<file path="config.mk">
export PLATFORM = sky130hd
export DESIGN_NAME = mux_arb
export DESIGN_NICKNAME = d
export VERILOG_FILES = /design/src/rtl/mux_arb.sv
export SDC_FILE = /design/constraint.sdc
export NUM_CORES = 1
export LEC_CHECK = 0
export CORE_AREA = 2 2 84 86
export CTS_BUF_LIST = sky130_fd_sc_hd__clkbuf_4
export DETAILED_ROUTE_END_ITERATION = 12
export DIE_AREA = 0 0 86 88
export PLACE_DENSITY = 0.84
export SLEW_MARGIN = 20
export SYNTH_ARGS = -nofsm -noshare
export SYNTH_HDL_FRONTEND = slang
export SYNTH_SLANG_ARGS = --single-unit
</file>
<file path="constraint.sdc">
create_clock -name Clk -period 1.75 [get_ports Clk]
set_input_delay 0.175 -clock Clk [delete_from_list [all_inputs] [get_ports Clk]]
set_output_delay 0.175 -clock Clk [all_outputs]
set_load 0.01 [all_outputs]
</file>
<file path="src/rtl/mux_arb.sv">
// rtl/mux_arb.sv - one-entry registered N:1 mux with valid/ready handshake, external-select or round-robin grant
module mux_arb #(
  parameter int WIDTH = 32,
  parameter int N     = 4,
  parameter int MODE  = 0,
  parameter int SELW  = 2
) (
  input  logic               Clk,
  input  logic               Rst_n,
  input  logic [N*WIDTH-1:0] In,
  input  logic [N-1:0]       InValid,
  output logic [N-1:0]       InReady,
  input  logic [SELW-1:0]    Select,
  output logic [WIDTH-1:0]   Out,
  output logic               OutValid,
  input  logic               OutReady,
  output logic [SELW-1:0]    OutChan
);

  logic [SELW-1:0]  ptr;
  logic [SELW-1:0]  grant;
  logic             grant_vld;
  logic             free;
  logic             in_xfer;
  logic [WIDTH-1:0] grant_data;

  assign free = !OutValid || OutReady;

  always_comb begin
    grant_vld = 1'b0;
    grant     = '0;
    if (MODE == 0) begin
      if (32'(Select) < 32'(N)) begin
        grant_vld = 1'b1;
        grant     = Select;
      end
    end else begin
      // Scan from the pointer upward, wrapping; the first valid channel wins.
      for (int k = 0; k < N; k++) begin
        int pos;
        pos = 32'(ptr) + k;
        if (pos >= N) pos = pos - N;
        for (int i = 0; i < N; i++) begin
          if (!grant_vld && i == pos && InValid[i]) begin
            grant_vld = 1'b1;
            grant     = SELW'(i);
          end
        end
      end
    end
  end

  always_comb begin
    InReady    = '0;
    grant_data = '0;
    for (int i = 0; i < N; i++) begin
      InReady[i] = grant_vld && free && (grant == SELW'(i));
      if (grant == SELW'(i)) grant_data = In[i*WIDTH +: WIDTH];
    end
  end

  assign in_xfer = |(InReady & InValid);

  always_ff @(posedge Clk or negedge Rst_n) begin
    if (!Rst_n) begin
      Out      <= '0;
      OutChan  <= '0;
      OutValid <= 1'b0;
      ptr      <= '0;
    end else begin
      if (in_xfer) begin
        Out      <= grant_data;
        OutChan  <= grant;
        OutValid <= 1'b1;
        if (MODE != 0) ptr <= (grant == SELW'(N-1)) ? '0 : grant + 1'b1;
      end else if (OutValid && OutReady) begin
        OutValid <= 1'b0;
      end
    end
  end

endmodule

</file>
==> results.md, run 1 <==
- The area growth from synthesis to layout is 87.1%.
- The row count is 30.
- The critical path goes through nor2b_1 -> nor3_2 -> a31oi_4 -> buf_12 -> mux2_2.
- The count of nets left with antenna violations once routing finished came out at 0.
- Grouping stages by cell kind, the critical path spends the most delay in flip-flops.
- The number of global-route vias before repair came to 2162.
- The worst register-to-register path begins at OutValid$_DFFE_PN0P_.
- Data on the critical path is required at its endpoint by between 1500 and 2000 ps.
- On the worst path, the slowest cell contributes a delay of 420 ps.
- Yosys mapped the design onto 21 distinct sky130hd cell types.
- The type of the worst setup path is reg -> reg.
- The peak clock frequency supported by timing is around 0.61 GHz.
- By count the netlist is led by sky130_fd_sc_hd__dfrtp_1 (35), sky130_fd_sc_hd__mux4_2 (32), sky130_fd_sc_hd__mux2_2 (29).
- For this run, the total global-route usage over all layers was measured as 0.176.
- The first global-routing pass estimated just over 10000 um of wire.
- The final routed wire length divided by cell count is 17.1 um.
- The number of design rule violations left after detail routing is 0.
- By instance count, the leading cell after synthesis is sky130_fd_sc_hd__dfrtp_1.
- The post-CTS setup repair buffer count is 0.
- Measured against its own limit, the worst slew margin works out to 0.496.
- The critical path starts at OutValid$_DFFE_PN0P_.
- The number of buffers and inverters on the critical path is 1.
- The synthesized area per cell is 17.3 um2.
- The die outline area is 7570 um2.
- The net count after synthesis is 263.
- No sink is reached through more buffers than the 2 on the longest clock path.
- The flip-flop and latch count after synthesis is 35.
- The tree is rooted in a sky130_fd_sc_hd__clkbuf_4.
- For this configuration, the core starts out at a cell density of 0.328.
- The synthesized area is between 2000 and 2500 um2.
- The area of the placeable core is around 6600 um2.
- The worst setup path is launched from a flip-flop.
- The number of H-tree levels is 2.
- For the worst-skew pair, the clock arrives at the later sink with an insertion delay of 330 ps.
- Of the post-synthesis cell area, the dominant cell type holds 0.402.
- For this run, the register share of the synthesized area comes to 0.402.
- After detailed routing, the total wire length is 6600 um.
- The diode insertion count for antenna repair is 0.
- At the worst endpoint, the arrival time is 1850 ps.
- The maximum number of pins on one net before global-route repair is 36.
- The number of clock sinks is 35.
- For this design the static power due to leakage is 1.59 nW.
- The most common flop cell mapped by yosys is sky130_fd_sc_hd__dfrtp_1.
- The placer's final routability congestion estimate is between 0.6 and 0.7.
- After clock tree synthesis, the clock-pin slew on the worst setup and hold paths is approximately 100 ps.
- The placed instances occupy a cell area of 4020 um2.
- Counting I/O delays and the setup requirement, the final critical path takes 1630 ps.
- The horizontal extent of the die is 86 um.
- The total power of the final layout is 2.94 mW.
- The wire-length estimate of the detail-placed layout is 5450 um.
- Across the routed clock network, the largest skew measured is 5.44 ps.
- The warning count from the yosys run is 0.
- The via total after detailed routing is 1920.
- The number of search-and-repair iterations in the first detailed-routing pass is 4.
- The number of maximum-capacitance violations is 0.
- The via density per instance is between 4 and 5.
- Setup repair after global routing left no endpoint under its margin.
- Summed over all failing endpoints, the final setup total negative slack is 0 ps.
- The floorplan die height is slightly below 90 um.
- Yosys mapped a number of flops with a built-in enable equal to 0.
- The power density over the cells is 722 nW/um2.
- Among all stages on the critical path, the largest delay is contributed by sky130_fd_sc_hd__dfrtp_1.
- The launch point of the worst hold path is Select[1].
- The flow ran to the end, and the final reports show no timing, DRC or antenna violations.
- In this run, CTS created clock tree buffers numbering 5.
- The area of all placed cells without fillers is 4080 um2.
- The number of buffers added on ports is 175.
- The type of element capturing the critical path is a flip-flop.
- The initial antenna violation count came to 0.
- The max-slew violation total from the final report came to 0.
- Along the worst path, the maximum fanout reaches 18.
- In the final layout, the share of cells above drive strength 1 is 0.270.
- The portion of the clock cycle consumed by the worst path in the final layout is 0.934.
- Setup violations remaining at the end of the flow were counted as 0.
- The worst-case IR drop observed on VDD is 0.000295 V.
- The number of fill cells is between 500 and 600.
- The async set or reset register ratio after synthesis is 1.00.
- The aggregate global routing overflow is 0.
- The top-level port count is 176.
- By area the synthesized netlist is led by sky130_fd_sc_hd__dfrtp_1 (40%), sky130_fd_sc_hd__mux4_2 (33%), sky130_fd_sc_hd__mux2_2 (15%), sky130_fd_sc_hd__buf_6 (3.6%), sky130_fd_sc_hd__mux2_1 (2.1%).
- The type of the most critical hold path is in -> reg.
- In the final design database the tool counted 443 nets.
- The iteration-0 DRC count of the detailed router is 36.
- The biggest area contributor in the post-synthesis netlist is sky130_fd_sc_hd__dfrtp_1.
- Measured on the finished design, the core utilization comes to 0.614.
- The measured slew at the worst slew-check pin is 756 ps.
- The number of cells produced by synthesis is 126.
- The final hold violation count is 0.
- TritonCTS built the clock tree.
==> per-layer routing <==
metal,part of all wire,GRT usage,vias to the layer above
li1,-,-,873
met1,0.31,0.167,935
met2,0.57,0.352,108
met3,0.11,0.0641,4
met4,0.010,0.0491,0
met5,0,0,-
==> kinds of logic after synthesis <==
family                 count (synthesis)  share of synthesized area
AOI/OAI and AO/OA                      2                     0.0121
buffers and inverters                 12                     0.0465
muxes                                 67                      0.513
DFF                                   35                      0.402
and+or+nand+nor                       10                     0.0264
==> worst min-delay path: cells and delay by family <==
family                 cells  cell delay (ps)
AOI/OAI and AO/OA          1               90
buffers and inverters      1              160
and+or+nand+nor            1               80
==> flip-flops by register name (all words and copies together), names as in the netlist <==
| name | count |
|---|---|
| OutValid | 1 |
| Out | 32 |
| OutChan | 2 |
==> cell usage in the layout (no fill, tap or decap) <==
cell type                           n
sky130_fd_sc_hd__clkdlybuf4s50_1  168
sky130_fd_sc_hd__dfrtp_1           35
sky130_fd_sc_hd__mux4_2            32
sky130_fd_sc_hd__mux2_2            29
sky130_fd_sc_hd__clkbuf_4           6
sky130_fd_sc_hd__buf_4              5
sky130_fd_sc_hd__mux2_1             4
sky130_fd_sc_hd__buf_2              3
sky130_fd_sc_hd__dlygate4sd2_1      3
sky130_fd_sc_hd__buf_12             3
sky130_fd_sc_hd__nand2_1            2
sky130_fd_sc_hd__clkinv_1           2
sky130_fd_sc_hd__nor2b_1            1
sky130_fd_sc_hd__nor3b_1            1
sky130_fd_sc_hd__nor3_1             1
sky130_fd_sc_hd__nand2b_4           1
sky130_fd_sc_hd__and3_1             1
sky130_fd_sc_hd__nor2_1             1
sky130_fd_sc_hd__mux2_4             1
sky130_fd_sc_hd__mux2i_1            1
sky130_fd_sc_hd__nor3_2             1
sky130_fd_sc_hd__a31oi_4            1
sky130_fd_sc_hd__inv_1              1
sky130_fd_sc_hd__nand3_1            1
sky130_fd_sc_hd__o21ai_0            1
sky130_fd_sc_hd__dlygate4sd3_1      1
sky130_fd_sc_hd__clkbuf_2           1
==> what timing repair did <==
| action | 4_1_cts | 5_1_grt |
|---|---|---|
| resized for setup | 5 | 3 |
| setup endpoints to repair | 4 | 1 |
| hold buffers | 1 | 0 |
| endpoints found under the hold margin | 35 | 0 |
==> area by class of cell <==
class | instances | area (um2) | area share
flip-flops and latches | 35 | 876 | 0.215
clock inverters | 2 | 7.51 | 0.00184
clock buffers | 6 | 45.0 | 0.0110
repair buffers | 184 | 1840 | 0.450
well taps | 80 | 100 | 0.0246
multi-input cells | 79 | 1210 | 0.297
inverters | 1 | 3.75 | 0.000921
==> worst paths after layout <==
kind,end,slack [ps],cells after the start
worst min-delay path,OutChan[1]$_DFFE_PN0P_,230,3
worst max register to register,Out[29]$_DFFE_PN0P_,120,5
worst min register to register,OutChan[0]$_DFFE_PN0P_,490,1
worst max-delay path,Out[29]$_DFFE_PN0P_,120,5
min in group asynchronous,Out[9]$_DFFE_PN0P_,440,2
max in group asynchronous,Out[31]$_DFFE_PN0P_,830,2
==> stage by stage <==
| stage | instances | hold WS, ps | setup slack [ps] |
|---|---|---|---|
| after global routing | 387 | 250 | 31.9 |
| after detailed placement | 378 | 297 | -64.5 |
| after CTS | 387 | 224 | 13.3 |
| after global placement | 378 | 283 | -14.6 |
| final | 387 | 226 | 115 |
| after floorplan | 126 | -121 | 164 |
==> power by group <==
part           internal [mW]  total (mW)  switching [mW]
combinational          0.952        1.39           0.442
clock                  0.164       0.415           0.251
sequential              1.02        1.13           0.111
total                   2.14        2.94           0.805
Note: power is estimated with default switching activity, not from simulation.
==> run 2, diff against run 1 <==
==> config.mk (replaced) <==
export PLATFORM = sky130hd
export DESIGN_NAME = mux_arb
export DESIGN_NICKNAME = d
export VERILOG_FILES = /design/src/rtl/mux_arb.sv
export SDC_FILE = /design/constraint.sdc
export NUM_CORES = 1
export LEC_CHECK = 0
export CORE_AREA = 2 2 85 87
export DETAILED_ROUTE_END_ITERATION = 12
export DIE_AREA = 0 0 87 89
export PLACE_DENSITY = 0.82
export SLEW_MARGIN = 20
export SYNTH_ARGS = -nofsm -noshare
export SYNTH_HDL_FRONTEND = slang
export SYNTH_SLANG_ARGS = --single-unit
==> results.md, run 2 (synthesis gave the netlist of run 1 again) <==
- The most flop-heavy register is Out (unchanged).
- The total CTS buffers is 5 (unchanged).
- The data arrival time of the worst path is 1520 ps (was 1850 ps).
- The post-CTS setup repair buffer count is 0 (unchanged).
- The most common library cell in the layout ignoring fill and taps was sky130_fd_sc_hd__clkdlybuf4s50_1 (unchanged).
- The via total after detailed routing is 1900 (was 1920).
- The type of the most critical hold path is in -> reg (unchanged).
- The number of global-route vias before repair is 2085 (was 2162).
- The number of search-and-repair iterations in the first detailed-routing pass is 4 (unchanged).
- The final hold violation count is 0 (unchanged).
- The number of stages on the worst setup path is 4 (was 5).
- The power density over the cells is 742 nW/um2 (was 722 nW/um2).
- The maximum number of pins on one net before global-route repair was 36 (unchanged).
- Regs by FF count: Out: 32 flops, OutChan: 2 flops, OutValid: 1 flops (unchanged).
- The global-route track usage on met3 came to 0.0582 (was 0.0641).
- The clock-pin slew on the worst setup and hold paths was 60 ps (was 100 ps).
- The row count is 30 (unchanged).
- The met1 usage is 0.174 (was 0.167).
- Outcome: complete, no violations (unchanged).
- The number of nets in the layout is 442 (was 443).
- The placer's final routability congestion estimate is 0.788 (was 0.688).
- The synthesis-to-finish area growth was 87.9% (was 87.1%).
- The endpoint required time on the critical path is 1570 ps (was 1970 ps).
- The wire length of the first global-routing pass is 9900 um (was 10100 um).
- The number of H-tree levels is 2 (unchanged).
- Among the stages of the critical path, the cell type that occurs most often is sky130_fd_sc_hd__clkdlybuf4s50_1.
- The count of antenna-violating nets left after detailed routing is 0 (unchanged).
- The cell chosen for the clock root is sky130_fd_sc_hd__clkbuf_8 (was sky130_fd_sc_hd__clkbuf_4).
- The type of element capturing the critical path is an output port (was flip-flop).
- The final setup skew is 5.11 ps (was 5.44 ps).
- The largest incremental delay on the critical path was 530 ps (was 420 ps).
- The fraction of layout instances using a drive strength above 1 came to 0.263 (was 0.270).
- The initial standard-cell utilization of the core came to 0.324 (was 0.328).
- The die outline area is 7740 um2 (was 7570 um2).
- The post-place setup slack is -99.3 ps (was -64.5 ps).
- The final routed wire length divided by cell count is 16.9 um (was 17.1 um).
- The peak ir drop on the vdd network came to 0.000353 V (was 0.000295 V).
- The initial antenna violation count is 0 (unchanged).
- The number of maximum-capacitance violations was 0 (unchanged).
- The slowest stage cell on the critical path is sky130_fd_sc_hd__clkdlybuf4s50_1 (was sky130_fd_sc_hd__dfrtp_1).
- The maximum root-to-sink buffer count is 2 (unchanged).
- The peak clock frequency supported by timing is 0.590 GHz (was 0.612 GHz).
- The sum of routed wire length over all layers is 6480 um (was 6600 um).
- The highest net fanout along the worst path is 4 (was 18).
- The final period demand of the worst path is 1690 ps (was 1630 ps).
- The HPWL after detailed placement was 5450 um (about the same).
- Unrepaired setup endpoints after global routing: false (unchanged).
- The logic depth of the worst register-to-register path is 5 (unchanged).
- Cells traversed along the worst timing path: clkdlybuf4s50_1 -> nand2b_2 -> and3_1 -> clkdlybuf4s50_1 (was nor2b_1 -> nor3_2 -> a31oi_4 -> buf_12 -> mux2_2).
- The setup slack of the critical path after layout was 55.3 ps (was 115 ps).
- The type of the worst setup path was in -> out (was reg -> reg).
- The area of the placeable core was 6720 um2 (was 6640 um2).
- The kind of cell adding the most delay to the critical path is buffers and inverters (was flip-flops).
- The most used routing layer in global routing is met2 (unchanged).
- The top-level port count came to 176 (unchanged).
- The iteration-0 DRC count of the detailed router came to 23 (was 36).
- The portion of the clock cycle consumed by the worst path in the final layout is 0.968 (was 0.934).
- The horizontal extent of the die is 87 um (was 86 um).
- The final number of setup-violating endpoints is 0 (unchanged).
- The number of clock sinks is 35 (unchanged).
- The nature of the critical path startpoint was a primary input (was flip-flop).
- The floorplan die height was 89 um (was 88 um).
- The static leakage was 1.59 nW (about the same).
- The clock latency at the later pin of the worst-skew pair came to 270 ps (was 330 ps).
- The number of design rule violations left after detail routing came to 0 (unchanged).
- The CTS tree is built (unchanged).
- The worst slew margin relative to its limit was 0.492 (was 0.496).
- The worst hold path stage count came to 3 (unchanged).
- The number of buffers added on ports is 175 (unchanged).
- The all-layer global routing usage is 0.169 (was 0.176).
- The met2 demand-to-capacity share in global routing is 0.321 (was 0.352).
- The flip-flop count of the largest register after layout was 32 (unchanged).
- The count of buffer and inverter cells on the critical path is 2 (was 1).
- The diode insertion count for antenna repair came to 0 (unchanged).
- Leading cell types in the layout, fill and taps excluded: sky130_fd_sc_hd__clkdlybuf4s50_1 (169), sky130_fd_sc_hd__dfrtp_1 (35), sky130_fd_sc_hd__mux4_2 (32) (was sky130_fd_sc_hd__clkdlybuf4s50_1 (168), sky130_fd_sc_hd__dfrtp_1 (35), sky130_fd_sc_hd__mux4_2 (32)).
- The measured slew at the worst slew-check pin is 763 ps (was 756 ps).
- The max-slew violation total from the final report is 0 (unchanged).
- The aggregate global routing overflow is 0 (unchanged).
- The worst hold slack is 306 ps (was 226 ps).
- The via density per instance is 4.95 (was 4.96).
## run 2: cell types whose count changed in the layout (fill, tap and decap cells not counted), sizes merged
cell / previous run / this run
buf: 11 / 10
dlygate4sd2: 3 / 2
dlymetal6s2s: 0 / 1
clkdlybuf4s50: 168 / 169
clkbuf: 7 / 6
clkinv: 2 / 0
## run 2: area by class of cell
type	count	area, um2
timing repair buffer	183	1840
multi-input combinational	79	1200
clock buffer	6	72.6
fill	565	2630
tap	80	100
inverter	1	3.75
sequential	35	876
## run 2: per-layer routing
layer / up-vias / wire (um) / share of wire
met5: - / 0 / 0
met4: 0 / 91 / 0.014
met3: 8 / 712 / 0.11
met2: 115 / 3460 / 0.53
met1: 912 / 2220 / 0.34
li1: 865 / - / -
## run 2: worst paths after layout
kind / end / from / slack, ps
worst max-delay path: InReady[3] / OutReady / 60
worst min-delay path: OutChan[1]$_DFFE_PN0P_ / Select[1] / 310
worst max register to register: Out[27]$_DFFE_PN0P_ / OutValid$_DFFE_PN0P_ / 100
worst min register to register: Out[19]$_DFFE_PN0P_ / Out[19]$_DFFE_PN0P_ / 500
max in group asynchronous: Out[2]$_DFFE_PN0P_ / Rst_n / 740
min in group asynchronous: Out[13]$_DFFE_PN0P_ / Rst_n / 520
## run 2: through the flow
stage                     instances  TNS, ps  power, mW  instance area [um2]   util
final                           384        0       3.04                 4090  0.609
after global routing            384        0       3.23                 4090  0.609
after CTS                       384        0       3.10                 4090  0.609
after detailed placement        377    -2850       2.56                 4010  0.596
after global placement          377     -442       2.52                 4010  0.596
after floorplan                 126        0       1.68                 2180      -
## run 2: where the power goes
part           switching (mW)  leakage (nW)  internal [mW]
Clock                   0.250        0.0371          0.265
Sequential              0.104         0.409           1.02
Combinational           0.446          1.15          0.951
Total                   0.800          1.59           2.24
## run 2: worst register-to-register path: cells and delay by family, from the launching register on
kind	cells	cell delay, ps
mux	1	350
buf+inv	1	190
simple gates	2	370
flops	1	380
compound gates	1	230
## run 2: repair_timing
| action | CTS | global route |
|---|---|---|
| gates resized for setup | 3 | 1 |
| hold buffers | 1 | 0 |
| endpoints found under the hold margin | 18 | 0 |
| setup endpoints to repair | 3 | 1 |
==> run 3, diff against run 2 <==
--- a/config.mk
+++ b/config.mk
@@ -9,7 +9,6 @@
 export DETAILED_ROUTE_END_ITERATION = 12
 export DIE_AREA = 0 0 87 89
 export PLACE_DENSITY = 0.82
-export SLEW_MARGIN = 20
 export SYNTH_ARGS = -nofsm -noshare
 export SYNTH_HDL_FRONTEND = slang
 export SYNTH_SLANG_ARGS = --single-unit
==> results of run 3 <==
The final DEF is identical to that of run 2; final timing and power are the same.
